## src/rtl/hack_io_pkg.sv

```systemverilog
// Shared constants and types for the Hack memory-mapped I/O ports.
package hack_io_pkg;

    localparam logic [14:0] TX_ADDR_DEF   = 15'h6001;
    localparam logic [14:0] STAT_ADDR_DEF = 15'h6002;

    localparam int unsigned ST_FULL    = 0;
    localparam int unsigned ST_EMPTY   = 1;
    localparam int unsigned ST_OVF     = 2;
    localparam int unsigned ST_BUSY    = 3;
    localparam int unsigned ST_CNT_LSB = 4;

    typedef enum logic [1:0] {IDLE, START, DATA, STOP} uart_tx_state_t;

    function automatic logic [3:0] sat_count4(input int unsigned c);
        return (c > 15) ? 4'hF : 4'(c);
    endfunction

endpackage

```

## src/rtl/sync_fifo.sv

```systemverilog
// Single-clock show-ahead FIFO with wrap-bit pointers; pushes when full and
// pops when empty are ignored.
module sync_fifo #(
    parameter int unsigned WIDTH = 8,
    parameter int unsigned DEPTH = 4
) (
    input  logic                       clk_i,
    input  logic                       rst_ni,
    input  logic                       push_i,
    input  logic                       pop_i,
    input  logic [WIDTH-1:0]           data_i,
    output logic [WIDTH-1:0]           data_o,
    output logic                       full_o,
    output logic                       empty_o,
    output logic [$clog2(DEPTH):0]     count_o
);

    localparam int unsigned AW = $clog2(DEPTH);

    logic [AW:0]      wr_ptr_q, rd_ptr_q;
    logic [WIDTH-1:0] mem_q [DEPTH];
    logic             do_push, do_pop;

    assign full_o  = (wr_ptr_q[AW] != rd_ptr_q[AW]) &&
                     (wr_ptr_q[AW-1:0] == rd_ptr_q[AW-1:0]);
    assign empty_o = (wr_ptr_q == rd_ptr_q);
    assign count_o = wr_ptr_q - rd_ptr_q;
    assign data_o  = mem_q[rd_ptr_q[AW-1:0]];

    assign do_push = push_i && !full_o;
    assign do_pop  = pop_i && !empty_o;

    always_ff @(posedge clk_i or negedge rst_ni) begin
        if (!rst_ni) begin
            wr_ptr_q <= '0;
            rd_ptr_q <= '0;
        end else begin
            if (do_push) wr_ptr_q <= wr_ptr_q + 1'b1;
            if (do_pop)  rd_ptr_q <= rd_ptr_q + 1'b1;
        end
    end

    always_ff @(posedge clk_i) begin
        if (do_push) mem_q[wr_ptr_q[AW-1:0]] <= data_i;
    end

endmodule

```

## src/rtl/hack_uart_tx_port.sv

```systemverilog
// Memory-mapped 8N1 UART transmit port for the Hack CPU data bus: a TX data
// register feeding a FIFO, and a status register with a sticky overflow flag.
module hack_uart_tx_port
    import hack_io_pkg::*;
#(
    parameter int unsigned CLKS_PER_BIT = 434,
    parameter int unsigned FIFO_DEPTH   = 8,
    parameter logic [14:0] TX_ADDR      = TX_ADDR_DEF,
    parameter logic [14:0] STAT_ADDR    = STAT_ADDR_DEF
) (
    input  logic        clk,
    input  logic        reset_n,
    input  logic [14:0] addressM,
    input  logic [15:0] outM,
    input  logic        writeM,
    output logic [15:0] rd_data,
    output logic        txd,
    output logic        tx_busy
);

    localparam int unsigned BW = $clog2(CLKS_PER_BIT);
    localparam int unsigned CW = $clog2(FIFO_DEPTH) + 1;
    localparam logic [BW-1:0] BAUD_MAX = BW'(CLKS_PER_BIT - 1);

    uart_tx_state_t state_q;
    logic [BW-1:0]  baud_q;
    logic [2:0]     bit_idx_q;
    logic [7:0]     shift_q;
    logic           txd_q, busy_q;
    logic           overflow_q, overflow_d;

    logic           wr_tx, wr_stat;
    logic           fifo_pop, fifo_full, fifo_empty;
    logic [7:0]     fifo_dout;
    logic [CW-1:0]  fifo_count;
    logic           baud_done;
    logic [15:0]    status_word;
    logic           unused_outm_hi;

    assign wr_tx          = writeM && (addressM == TX_ADDR);
    assign wr_stat        = writeM && (addressM == STAT_ADDR);
    assign fifo_pop       = (state_q == IDLE) && !fifo_empty;
    assign baud_done      = (baud_q == BAUD_MAX);
    assign unused_outm_hi = ^outM[15:8];

    sync_fifo #(
        .WIDTH (8),
        .DEPTH (FIFO_DEPTH)
    ) u_fifo (
        .clk_i   (clk),
        .rst_ni  (reset_n),
        .push_i  (wr_tx),
        .pop_i   (fifo_pop),
        .data_i  (outM[7:0]),
        .data_o  (fifo_dout),
        .full_o  (fifo_full),
        .empty_o (fifo_empty),
        .count_o (fifo_count)
    );

    // Full is sampled before any same-cycle pop, so a store into a full FIFO always drops.
    always_comb begin
        overflow_d = overflow_q;
        if (wr_stat && outM[ST_OVF]) overflow_d = 1'b0;
        if (wr_tx && fifo_full)      overflow_d = 1'b1;
    end

    always_ff @(posedge clk or negedge reset_n) begin
        if (!reset_n) overflow_q <= 1'b0;
        else          overflow_q <= overflow_d;
    end

    always_comb begin
        status_word                      = '0;
        status_word[ST_FULL]             = fifo_full;
        status_word[ST_EMPTY]            = fifo_empty;
        status_word[ST_OVF]              = overflow_q;
        status_word[ST_BUSY]             = busy_q;
        status_word[ST_CNT_LSB +: 4]     = sat_count4(32'(fifo_count));
        rd_data = (addressM == STAT_ADDR) ? status_word : '0;
    end

    // txd/busy are registered from the current state, so the line trails the
    // state by one clock: pop at edge N+1 puts the start bit out at edge N+2.
    always_ff @(posedge clk or negedge reset_n) begin
        if (!reset_n) begin
            state_q   <= IDLE;
            baud_q    <= '0;
            bit_idx_q <= '0;
            shift_q   <= '0;
            txd_q     <= 1'b1;
            busy_q    <= 1'b0;
        end else begin
            busy_q <= (state_q != IDLE);
            unique case (state_q)
                IDLE: begin
                    txd_q <= 1'b1;
                    if (!fifo_empty) begin
                        shift_q   <= fifo_dout;
                        baud_q    <= '0;
                        bit_idx_q <= '0;
                        state_q   <= START;
                    end
                end
                START: begin
                    txd_q <= 1'b0;
                    if (baud_done) begin
                        baud_q  <= '0;
                        state_q <= DATA;
                    end else begin
                        baud_q <= baud_q + 1'b1;
                    end
                end
                DATA: begin
                    txd_q <= shift_q[bit_idx_q];
                    if (baud_done) begin
                        baud_q <= '0;
                        if (bit_idx_q == 3'd7) state_q   <= STOP;
                        else                   bit_idx_q <= bit_idx_q + 1'b1;
                    end else begin
                        baud_q <= baud_q + 1'b1;
                    end
                end
                STOP: begin
                    txd_q <= 1'b1;
                    if (baud_done) begin
                        baud_q  <= '0;
                        state_q <= IDLE;
                    end else begin
                        baud_q <= baud_q + 1'b1;
                    end
                end
                default: state_q <= IDLE;
            endcase
        end
    end

    assign txd     = txd_q;
    assign tx_busy = busy_q;

endmodule

```

## config.mk

```make
export PLATFORM = sky130hd
export DESIGN_NAME = hack_uart_tx_port
export DESIGN_NICKNAME = d
export VERILOG_FILES = /design/src/rtl/hack_io_pkg.sv /design/src/rtl/sync_fifo.sv /design/src/rtl/hack_uart_tx_port.sv
export SDC_FILE = /design/constraint.sdc
export NUM_CORES = 1
export LEC_CHECK = 0
export CAP_MARGIN = 20
export CORE_MARGIN = 1.5
export CORE_UTILIZATION = 50
export DETAILED_ROUTE_END_ITERATION = 10
export HOLD_SLACK_MARGIN = 0.1
export PLACE_DENSITY = 0.76
export SYNTH_ARGS = -nofsm -noshare
export SYNTH_HDL_FRONTEND = slang
export SYNTH_HIERARCHICAL = 1
export SYNTH_SLANG_ARGS = --single-unit
export TNS_END_PERCENT = 30
```

## constraint.sdc

```tcl
create_clock -name clk -period 8.4 [get_ports clk]
set_input_delay 2.52 -clock clk [delete_from_list [all_inputs] [get_ports clk]]
set_output_delay 2.52 -clock clk [all_outputs]
set_load 0.01 [all_outputs]
```

==> results of run 1 <==
==> area by class of cell <==
type,instances,share of cell area (%)
timing repair buffer,42,7.739
tap,108,2.596
multi-input combinational,202,32.23
inverter,15,1.081
clock inverter,7,1.178
clock buffer,9,2.379
sequential,97,52.80
==> final timing paths <==
check	startpoint	to	slack, ns	cells after the start
min	shift_q[4]	shift_q[4]	0.49	1
max in group asynchronous	reset_n	txd	5.51	2
min reg2reg	shift_q[4]	shift_q[4]	0.49	1
min in group asynchronous	reset_n	baud_q[4]	2.55	2
max	addressM[14]	rd_data[2]	1.28	6
max reg2reg	u_fifo/rd_ptr_q[1]	state_q[1]	5.45	8
==> layout by cell type, fill, tap and decap left out, types with 3 or more instances in the layout <==
cell type,Yosys,layout
mux2_1,8,8
a31oi_1,7,7
conb_1,1,8
clkdlybuf4s50_1,0,35
xor2_1,4,4
edfxtp_1,64,64
nor3_1,7,7
nand4_1,5,5
dfrtp_1,32,32
nand2_1,42,42
nor2_1,12,12
o21ai_0,6,6
buf_4,9,7
inv_1,13,13
clkbuf_8,0,9
a21oi_1,5,5
mux2_2,3,3
nand3_1,6,6
xnor2_1,5,5
mux4_2,17,17
ha_1,15,15
and2_1,9,9
==> power by group <==
part / leakage [nW] / internal [mW] / switching [mW]
Sequential: 1.02 / 0.535 / 0.0306
Combinational: 0.866 / 0.0745 / 0.109
Clock: 0.0936 / 0.113 / 0.171
Total: 1.98 / 0.722 / 0.310
==> logic make-up after synthesis <==
logic type,count (synthesis),synth area share [%]
flops,97,59.85
fa+ha+maj,16,4.522
simple gates,100,11.44
buf+inv,33,4.195
mux,30,11.93
other cells,1,0.08164
xor+xnor,10,2.070
compound gates,38,5.911
==> sequential cells by signal, indices dropped and copies added (netlist names) <==
signal           count
baud_q               9
bit_idx_q            3
overflow_q           1
shift_q              8
state_q              2
tx_busy              1
txd                  1
u_fifo/mem_q        64
u_fifo/rd_ptr_q      4
u_fifo/wr_ptr_q      4
==> routing by layer <==
layer	vias to the layer above	track usage [%]	share of wire, %
li1	1286	-	-
met1	1358	24.27	44
met2	44	31.35	52
met3	9	3.050	2.8
met4	0	5.934	1.2
met5	-	0	0
==> per-stage QoR <==
step / area [µm²] / power, mW / setup WS, ns / util (%) / hold WS, ns
finish: 5206 / 1.032 / 1.284 / 59.12 / 0.4923
detailed placement: 5021 / 0.7587 / 1.305 / 57.02 / 0.4791
global placement: 5021 / 0.7470 / 1.333 / 57.02 / 0.4625
floorplan: 4619 / 0.7058 / 2.500 / - / 0.4524
global route: 5206 / 1.086 / 1.112 / 59.12 / 0.5142
CTS: 5206 / 1.040 / 1.305 / 59.12 / 0.5022
==> synthesized netlist by cell type, types with 7 or more instances <==
master     n
and2_1     9
a31oi_1    7
nor2_1    12
mux2_1     8
ha_1      15
buf_4      9
mux4_2    17
nand2_1   42
edfxtp_1  64
nor3_1     7
dfrtp_1   32
inv_1     13
==> run metrics, run 1 <==
placed cells=464; Worst setup SP type=primary input; flip-flop and latch area=0.002749 mm²; Syn Area/Cell=14.13 µm²; die area=0.009770 mm²; # Post-CTS Setup Buffers=0; Worst path max stage delay=0.55 ns; DRC viols=4; status=complete, but fails checks; CTS Hold Bufs=0; multi-input logic area=0.001678 mm²; CP max-delay cell=clkdlybuf4s50_1; leakage=1.977 nW; Rel. slew slack=39.62%; Worst-Margin Slew=0.9058 ns; vias in the first global route=2697; Synth area leaders=edfxtp_1 42%, dfrtp_1 17%, mux4_2 8.3%, ha_1 4.1%, nand2_1 3.4%; Clk pin slew, worst setup/hold paths=0.09 ns; first-pass GRT wire length=13.72 mm; Syn-to-layout area delta=13.35%; core area=0.008806 mm²; clk sinks=97; Clock Skew=0.01368 ns; layout cell share with drive strength beyond 1=15.86%; HPWL after DPL=5.657 mm; period utilization=84.71%; Detail Route Antenna Nets=0; CP dominant cell by count=clkdlybuf4s50_1; P per Cell Area=198.3 mW/mm²; final WL=8.176 mm; violated checks=design-rule violations; Worst Path Buf+Inv=2; # IOs=52; GRT Overall Usage=18.40%; Pins Over Slew Limit=0; yosys warns=6; WS Path Type=in2out; initial antenna violation count=0; share of the synthesized area in the top cell type=41.84%; via count=2697; crit path DAT=4.60 ns; die height=98.85 µm; worst-skew pair later-pin latency=0.36 ns; sequential area share after synthesis=59.85%; largest net degree at the start of global routing=34; CTS tree=yes; Initial Util=52.16%; EDFF count, synth=64; kind of end point of the critical path=primary output; GPL Wtd Cong=0.8026; Worst path top cell family by delay=simple AND/OR/NAND/NOR gates; Final Non-Filler Cells=480; ys async rst share=34.02%; RSZ-0062 raised after global routing=no; #FFs+latches synth=97; Critical Path, Cell by Cell=clkdlybuf4s50_1 > nor4bb_1 > nand4_1 > nor3_2 > and2_1 > clkdlybuf4s50_1; Max Freq=0.1405 GHz; Top FF cell, synth=edfxtp_1; grt total ovfl=0; CTS root buffer=clkbuf_8; Netlist cell types=60; Antenna Cells=0; Vias/cell=5.619; Die W=98.85 µm; H-tree Lvls=3; CTS buffer count=9; max-cap violations=0; Hold Violations, Final=0; WL/cell=17.03 µm; maximum vdd drop=0.0001325 V; Min Clock Period, post-route=7.116 ns; worst hold path type=reg2reg; DRT Pass-1 Iters=7; CP max FO=8; maximum clock insertion buffer count=2; post-CTS sizing=0; post-synth top area cell=edfxtp_1; Starting DRT DRC Count=126; Cells after Synth=325; row cnt=34; fill count=678; final setup fails=0; nets@finish=417; port bufs=35; Worst EP required=5.88 ns; setup TNS=0 ns; Mapped Area=0.004593 mm²
No activity file was read; power rests on OpenSTA's default activity.
==> inputs of run 2 (changes only) <==
--- a/config.mk
+++ b/config.mk
@@ -10,7 +10,7 @@
 export CORE_UTILIZATION = 50
 export DETAILED_ROUTE_END_ITERATION = 10
 export HOLD_SLACK_MARGIN = 0.1
-export PLACE_DENSITY = 0.76
+export PLACE_DENSITY = 0.79
 export SYNTH_ARGS = -nofsm -noshare
 export SYNTH_HDL_FRONTEND = slang
 export SYNTH_HIERARCHICAL = 1
==> constraint.sdc (replaced) <==
create_clock -name clk -period 5.94 [get_ports clk]
set_input_delay 1.782 -clock clk [delete_from_list [all_inputs] [get_ports clk]]
set_output_delay 1.782 -clock clk [all_outputs]
set_load 0.01 [all_outputs]
==> run 2 against run 1 <==
  * The flow still finishes with violations (design-rule violations)
  * First-iteration DRC count down 20%
  * Power increased by 45%
  * Clock skew increased by 0.00085 ns
  * Sequential share of layout area decreased by 0.43 points
  * Combinational power rose by 39%
  * Flip-flop and latch count unchanged
  * Critical path depth stayed put
  * Global-route usage is 0.23 points lower
  * Utilization rose by 0.48 points
==> run metrics, run 2 (synthesis gave the netlist of run 1 again) <==
status=complete, but fails checks (unchanged); violated checks=design-rule violations (unchanged); worst-skew pair later-pin latency=0.37 ns (was 0.36 ns); GPL Wtd Cong=0.7865 (was 0.8026); clk sinks=97 (unchanged); CP max-delay cell=clkdlybuf4s50_1 (unchanged); WL/cell=17.10 µm (was 17.03 µm); FF-to-FF setup slack=3.12 ns (was 5.45 ns); Antenna Cells=0 (unchanged); Clock Skew=0.01453 ns (was 0.01368 ns); WS Path Type=in2out (unchanged); Comb power frac=17.1% (was 17.8%); maximum clock insertion buffer count=2 (unchanged); setup TNS=0 ns (unchanged); CTS root buffer=clkbuf_8 (unchanged); core area=0.008806 mm² (unchanged); Syn-to-layout area delta=14.27% (was 13.35%); Worst path top cell family by delay=simple AND/OR/NAND/NOR gates (unchanged); max reg flops=64 (unchanged); Worst EP required=4.16 ns (was 5.88 ns); Int Power=1.035 mW (was 0.7224 mW); P per Cell Area=285.1 mW/mm² (was 198.3 mW/mm²); # Post-CTS Setup Buffers=0 (unchanged); nets@finish=418 (was 417); worst hold path type=reg2reg (unchanged); commonest non-fill, non-tap cell in the layout=edfxtp_1 (unchanged); RSZ-0062 raised after global routing=no (unchanged); placed cells=465 (was 464); DRT Pass-1 Iters=8 (was 7); DRC viols=1 (was 4); die area=0.009770 mm² (unchanged); final setup fails=0 (unchanged); final instance area=0.005249 mm² (was 0.005206 mm²); GRT Overall Usage=18.17% (was 18.40%); Starting DRT DRC Count=101 (was 126); Seq pwr share=53.3% (was 54.7%); port bufs=35 (unchanged); Worst setup SP type=primary input (unchanged); Place WS=0.1811 ns (was 1.305 ns); Final Non-Filler Cells=481 (was 480); crit path DAT=3.95 ns (was 4.60 ns); Clk pin slew, worst setup/hold paths=0.10 ns (was 0.09 ns); CP max FO=8 (unchanged); Detail Route Antenna Nets=0 (unchanged); layout cell share with drive strength beyond 1=16.09% (was 15.86%); die height=98.85 µm (unchanged); period utilization=96.53%; row cnt=34 (unchanged); max-cap violations=0 (unchanged); first-pass GRT wire length=13.41 mm (was 13.72 mm); HPWL after DPL=5.597 mm (was 5.657 mm); maximum vdd drop=0.0002560 V (was 0.0001325 V); Max Freq=0.1744 GHz; initial antenna violation count=0 (unchanged); Vias/cell=5.688 (was 5.619); NetSw=0.4615 mW (was 0.3100 mW); post-CTS sizing=0 (unchanged); # IOs=52 (unchanged); leakage=1.997 nW (was 1.977 nW); CP dominant cell by count=clkdlybuf4s50_1 (unchanged); grt total ovfl=0 (unchanged); dpl cell area=0.005029 mm² (was 0.005021 mm²); final WL=8.225 mm (was 8.176 mm); via count=2736 (was 2697); kind of end point of the critical path=primary output (unchanged); Rel. slew slack=41.89% (was 39.62%); CTS Hold Bufs=0 (unchanged); Initial Util=52.16% (unchanged); Min Clock Period, post-route=5.734 ns; Sw Share=30.84% (was 30.03%); Worst Path Buf+Inv=2 (unchanged); Critical Path, Cell by Cell=clkdlybuf4s50_1 > nor4bb_1 > nand4_1 > nor3_2 > and2_1 > clkdlybuf4s50_1 (unchanged); CTS tree=yes (unchanged); Pins Over Slew Limit=0 (unchanged); largest net degree at the start of global routing=34 (unchanged); Die W=98.85 µm (unchanged); worst hold margin=0.4939 ns (was 0.4923 ns); Worst-Margin Slew=0.8685 ns (was 0.9058 ns); final setup margin=0.2061 ns (was 1.284 ns); CTS buffer count=9 (unchanged); clock share of power=29.6% (was 27.5%); Worst path max stage delay=0.53 ns (was 0.55 ns); most frequent cells in the layout=64 x edfxtp_1, 42 x nand2_1, 35 x clkdlybuf4s50_1, 32 x dfrtp_1, 17 x mux4_2 (unchanged); vias in the first global route=2692 (was 2697); Hold Violations, Final=0 (unchanged); H-tree Lvls=3 (unchanged)
-- run 2: cell types whose count changed in the layout (fill, tap and decap cells not counted) --
cell and delta:
clkinv_8 +4, clkinv_4 -2, buf_4 +1, clkinv_2 -1
clkinvlp_4 -1
-- run 2: power by group through the flow --
stage	logic (mW)	clock network [mW]	registers, mW
3_5_place_dp	0.255	0	0.812
2_1_floorplan	0.197	0	0.801
3_3_place_gp	0.246	0	0.809
4_1_cts	0.256	0.451	0.797
5_1_grt	0.286	0.476	0.805
6_report	0.255	0.443	0.798
-- run 2: per-stage QoR --
stage | total power, mW | utilization [%]
final | 1.497 | 59.61
after global placement | 1.055 | 57.10
after detailed placement | 1.067 | 57.10
after CTS | 1.504 | 59.61
after global routing | 1.567 | 59.61
after floorplan | 0.9981 | -
-- run 2: worst register-to-register path: stages, from the launching register on --
cell and delay, ns:
dfrtp_1 0.62, inv_2 0.22, ha_1 0.38, nand3_1 0.25, nor2_1 0.42, nand2_1 0.39
nand4_1 0.21, o311a_1 0.17, a31o_1 0.09
-- run 2: final timing paths --
| path | start | to | cells after the start |
|---|---|---|---|
| setup / recovery | addressM[14] | rd_data[2] | 6 |
| hold / removal | shift_q[3] | shift_q[3] | 1 |
| setup reg to reg | u_fifo/rd_ptr_q[2] | state_q[1] | 8 |
| hold reg to reg | shift_q[3] | shift_q[3] | 1 |
| max in group asynchronous | reset_n | txd | 2 |
| min in group asynchronous | reset_n | baud_q[4] | 2 |
-- run 2: cell type report --
cell class | instances | area (µm²)
fillers | 677 | 3557
flip-flops and latches | 97 | 2749
multi-input cells | 202 | 1678
repair buffers | 43 | 410.4
well taps | 108 | 135.1
clock buffers | 9 | 123.9
clock inverters | 7 | 96.34
inverters | 15 | 56.30
-- run 2: layer usage --
metal  vias up  wire length (µm)  track usage, %
met4         0               101           5.604
li1       1287                 -               -
met2        56              4306           31.41
met5         -                 0               0
met3        11               256           3.972
met1      1382              3561           23.05
==> inputs of run 3 (changes only) <==
--- a/config.mk
+++ b/config.mk
@@ -13,6 +13,5 @@
 export PLACE_DENSITY = 0.79
 export SYNTH_ARGS = -nofsm -noshare
 export SYNTH_HDL_FRONTEND = slang
-export SYNTH_HIERARCHICAL = 1
 export SYNTH_SLANG_ARGS = --single-unit
 export TNS_END_PERCENT = 30
==> run 3 against run 2 <==
  * The flow now finishes without violations
  * Synthesized cell count shrank 6.8%
  * First-iteration DRC count grew 28%
  * Non-clock buffer count grew 5
  * Area after synthesis down 4.5%
  * Setup slack improved by 0.018 ns
  * Critical path depth did not move
  * Power increased by 25%
  * Critical path type unchanged
  * Critical endpoint is now rd_data[1]
  * Largest power group unchanged
  * Highest routed layer unchanged
==> run metrics, run 3 <==
ys async rst share=34.02% (unchanged); reg-to-reg critical path endpoint=u_fifo.mem_q[5][7] (was state_q[1]); DRC viols=0 (was 1); crit path DAT=3.93 ns (was 3.95 ns); max-cap violations=0 (unchanged); core area=0.008341 mm² (was 0.008806 mm²); dominant cell by count in the synthesized netlist=edfxtp_1 (unchanged); Clk pin slew, worst setup/hold paths=0.08 ns (was 0.10 ns); #FFs+latches synth=97 (unchanged); Worst Path Buf+Inv=2 (unchanged); final setup fails=0 (unchanged); first-pass GRT wire length=12.72 mm (was 13.41 mm); Clock Skew=0.01391 ns (was 0.01453 ns); Worst setup SP type=primary input (unchanged); CP max FO=8 (unchanged); HPWL after DPL=5.258 mm (was 5.597 mm); H-tree Lvls=3 (unchanged); RSZ-0062 raised after global routing=no (unchanged); Critical Path, Cell by Cell=clkdlybuf4s50_1 > nor4_2 > nand4_2 > or3_2 > nor3_1 > clkdlybuf4s50_1 (was clkdlybuf4s50_1 > nor4bb_1 > nand4_1 > nor3_2 > and2_1 > clkdlybuf4s50_1); period utilization=96.22% (was 96.53%); worst hold path type=reg2reg (unchanged); post-synth top area cell=edfxtp_1 (unchanged); kind of end point of the critical path=primary output (unchanged); clk sinks=97 (unchanged); Worst Hold Launch=shift_q[6] (was shift_q[3]); status=completed (was complete, but fails checks); Syn Area/Cell=14.48 µm² (was 14.13 µm²); grt total ovfl=0 (unchanged); CTS tree=yes (unchanged); initial antenna violation count=0 (unchanged); sequential area share after synthesis=62.66% (was 59.85%); CTS Hold Bufs=0 (unchanged); placed cells=444 (was 465); commonest non-fill, non-tap cell in the layout=edfxtp_1 (unchanged); worst setup path start=addressM[3] (was addressM[14]); vias in the first global route=2608 (was 2692); Synth area leaders=edfxtp_1 44%, dfrtp_1 18%, mux4_2 8.7%, ha_1 3.7%, mux2i_1 2.7% (was edfxtp_1 42%, dfrtp_1 17%, mux4_2 8.3%, ha_1 4.1%, nand2_1 3.4%); Starting DRT DRC Count=129 (was 101); Worst setup endpoint=rd_data[1] (was rd_data[2]); Worst EP required=4.16 ns (about the same); Detail Route Antenna Nets=0 (unchanged); row cnt=33 (was 34); most frequent cells in the layout=64 x edfxtp_1, 35 x clkdlybuf4s50_1, 32 x dfrtp_1, 17 x inv_1, 17 x mux4_2 (was 64 x edfxtp_1, 42 x nand2_1, 35 x clkdlybuf4s50_1, 32 x dfrtp_1, 17 x mux4_2); post-CTS sizing=0 (unchanged); GRT Overall Usage=17.53% (was 18.17%); Worst path max stage delay=0.57 ns (was 0.53 ns); Rel. slew slack=55.42% (was 41.89%); CTS buffer count=9 (unchanged); Worst path top cell family by delay=simple AND/OR/NAND/NOR gates (unchanged); Initial Util=52.60% (was 52.16%); final WL=7.790 mm (was 8.225 mm); maximum vdd drop=0.0002119 V (was 0.0002560 V); CTS root buffer=clkbuf_8 (unchanged); P per Cell Area=367.8 mW/mm² (was 285.1 mW/mm²); synth cell count leaders=64 x edfxtp_1, 32 x dfrtp_1, 17 x inv_1, 17 x mux4_2 (was 64 x edfxtp_1, 42 x nand2_1, 32 x dfrtp_1); max reg flops=64 (unchanged); Antenna Cells=0 (unchanged); share of the synthesized area in the top cell type=43.81% (was 41.84%); FF-to-FF setup slack=3.17 ns (was 3.12 ns); via count=2585 (was 2736); Critical Path Stages=6 (unchanged); Min Clock Period, post-route=5.716 ns (was 5.734 ns); # Post-CTS Setup Buffers=0 (unchanged); Syn-to-layout area delta=15.89% (was 14.27%); CP max-delay cell=clkdlybuf4s50_1 (unchanged); yosys warns=0 (was 6); EDFF count, synth=64 (unchanged); nets@finish=398 (was 418); WS Path Type=in2out (unchanged); CP dominant cell by count=clkdlybuf4s50_1 (unchanged); DRT Pass-1 Iters=4 (was 8); Worst Reg-to-Reg Cells=7 (was 8); Mapped Area=0.004387 mm² (was 0.004593 mm²); maximum clock insertion buffer count=2 (unchanged); Cells after Synth=303 (was 325); Crit Reg-Reg Startpoint=u_fifo.rd_ptr_q[2] (was u_fifo/rd_ptr_q[2]); WL/cell=16.93 µm (was 17.10 µm); Die W=96.67 µm (was 98.85 µm); Final Non-Filler Cells=460 (was 481); worst-skew pair later-pin latency=0.36 ns (was 0.37 ns); Max Freq=0.1750 GHz (was 0.1744 GHz); port bufs=35 (unchanged); Netlist cell types=49 (was 60); Top FF cell, synth=edfxtp_1 (unchanged); die height=96.67 µm (was 98.85 µm); Worst-Margin Slew=0.6687 ns (was 0.8685 ns); largest net degree at the start of global routing=34 (unchanged); # IOs=52 (unchanged); GPL Wtd Cong=0.7867 (was 0.7865); layout cell share with drive strength beyond 1=16.06% (was 16.09%); die area=0.009344 mm² (was 0.009770 mm²); Hold Violations, Final=0 (unchanged); Vias/cell=5.620 (was 5.688); Pins Over Slew Limit=0 (unchanged); fill count=621 (was 677); leakage=1.943 nW (was 1.997 nW); setup TNS=0 ns (unchanged)
run 3: cell types whose count changed in the layout (fill, tap and decap cells not counted), sizes merged, moves of 7 or more:
| cell | before | now |
|---|---|---|
| and2 | 9 | 0 |
| mux2 | 12 | 3 |
| mux2i | 0 | 12 |
| nand2 | 42 | 16 |
| nor4 | 2 | 10 |
| o21ai | 10 | 17 |
run 3: worst min-delay path, cell delays in order, from the launching register on:
cell and delay (ns):
dfrtp_1 0.35, nand2_1 0.04, o21ai_0 0.06
run 3: worst min path at each step:
stage / depth (start not counted) / slack [ns] / endpoint
finish: 2 / 0.48 / shift_q[6]
global route: 2 / 0.53 / shift_q[1]
CTS: 2 / 0.49 / shift_q[6]
detailed placement: 2 / 0.47 / shift_q[6]
global placement: 2 / 0.46 / shift_q[0]
floorplan: 1 / 0.44 / baud_q[8]
run 3: cell families (layout without fill, tap and decap cells):
kind of cell	Yosys count	after routing	synth area share, %
fa+ha+maj	14	14	4.164
mux	32	32	12.32
buf+inv	37	82	4.192
compound gates	40	40	5.562
xor+xnor	9	9	1.797
simple gates	73	73	9.213
flops	97	97	62.66
other cells	1	8	0.08549
run 3: cell type report:
type,count,area [µm²],share of cell area [%]
multi-input cells,176,1486,29.24
clock buffers,10,127.6,2.510
repair buffers,48,447.9,8.811
clock inverters,6,73.82,1.452
inverters,18,67.56,1.329
flip-flops and latches,97,2749,54.07
well taps,105,131.4,2.584
run 3: metrics by stage:
step           utilization (%)  hold WS [ns]  power, mW  instance area, µm²  setup slack, ns
3_3_place_gp             58.54        0.4612      1.438                4882           0.2323
4_1_cts                  60.95        0.4896      1.887                5084           0.2137
2_1_floorplan                -        0.4439      1.311                4413            1.037
3_5_place_dp             58.54        0.4698      1.457                4882           0.2124
6_report                 60.95        0.4846      1.870                5084           0.2244
5_1_grt                  60.95        0.5289      1.993                5084          0.06439
run 3: where the power goes:
part	internal, mW	total [mW]	switching [mW]	leakage [nW]
sequential	0.795	0.852	0.0566	0.991
combinational	0.284	0.585	0.301	0.851
clock	0.201	0.433	0.232	0.101
run 3: metal layers:
layer | global-route usage, % | vias up | part of all wire (%)
li1 | - | 1223 | -
met1 | 22.83 | 1286 | 42
met2 | 28.56 | 68 | 51
met3 | 4.986 | 8 | 5.2
met4 | 5.686 | 0 | 0.94
met5 | 0 | - | 0
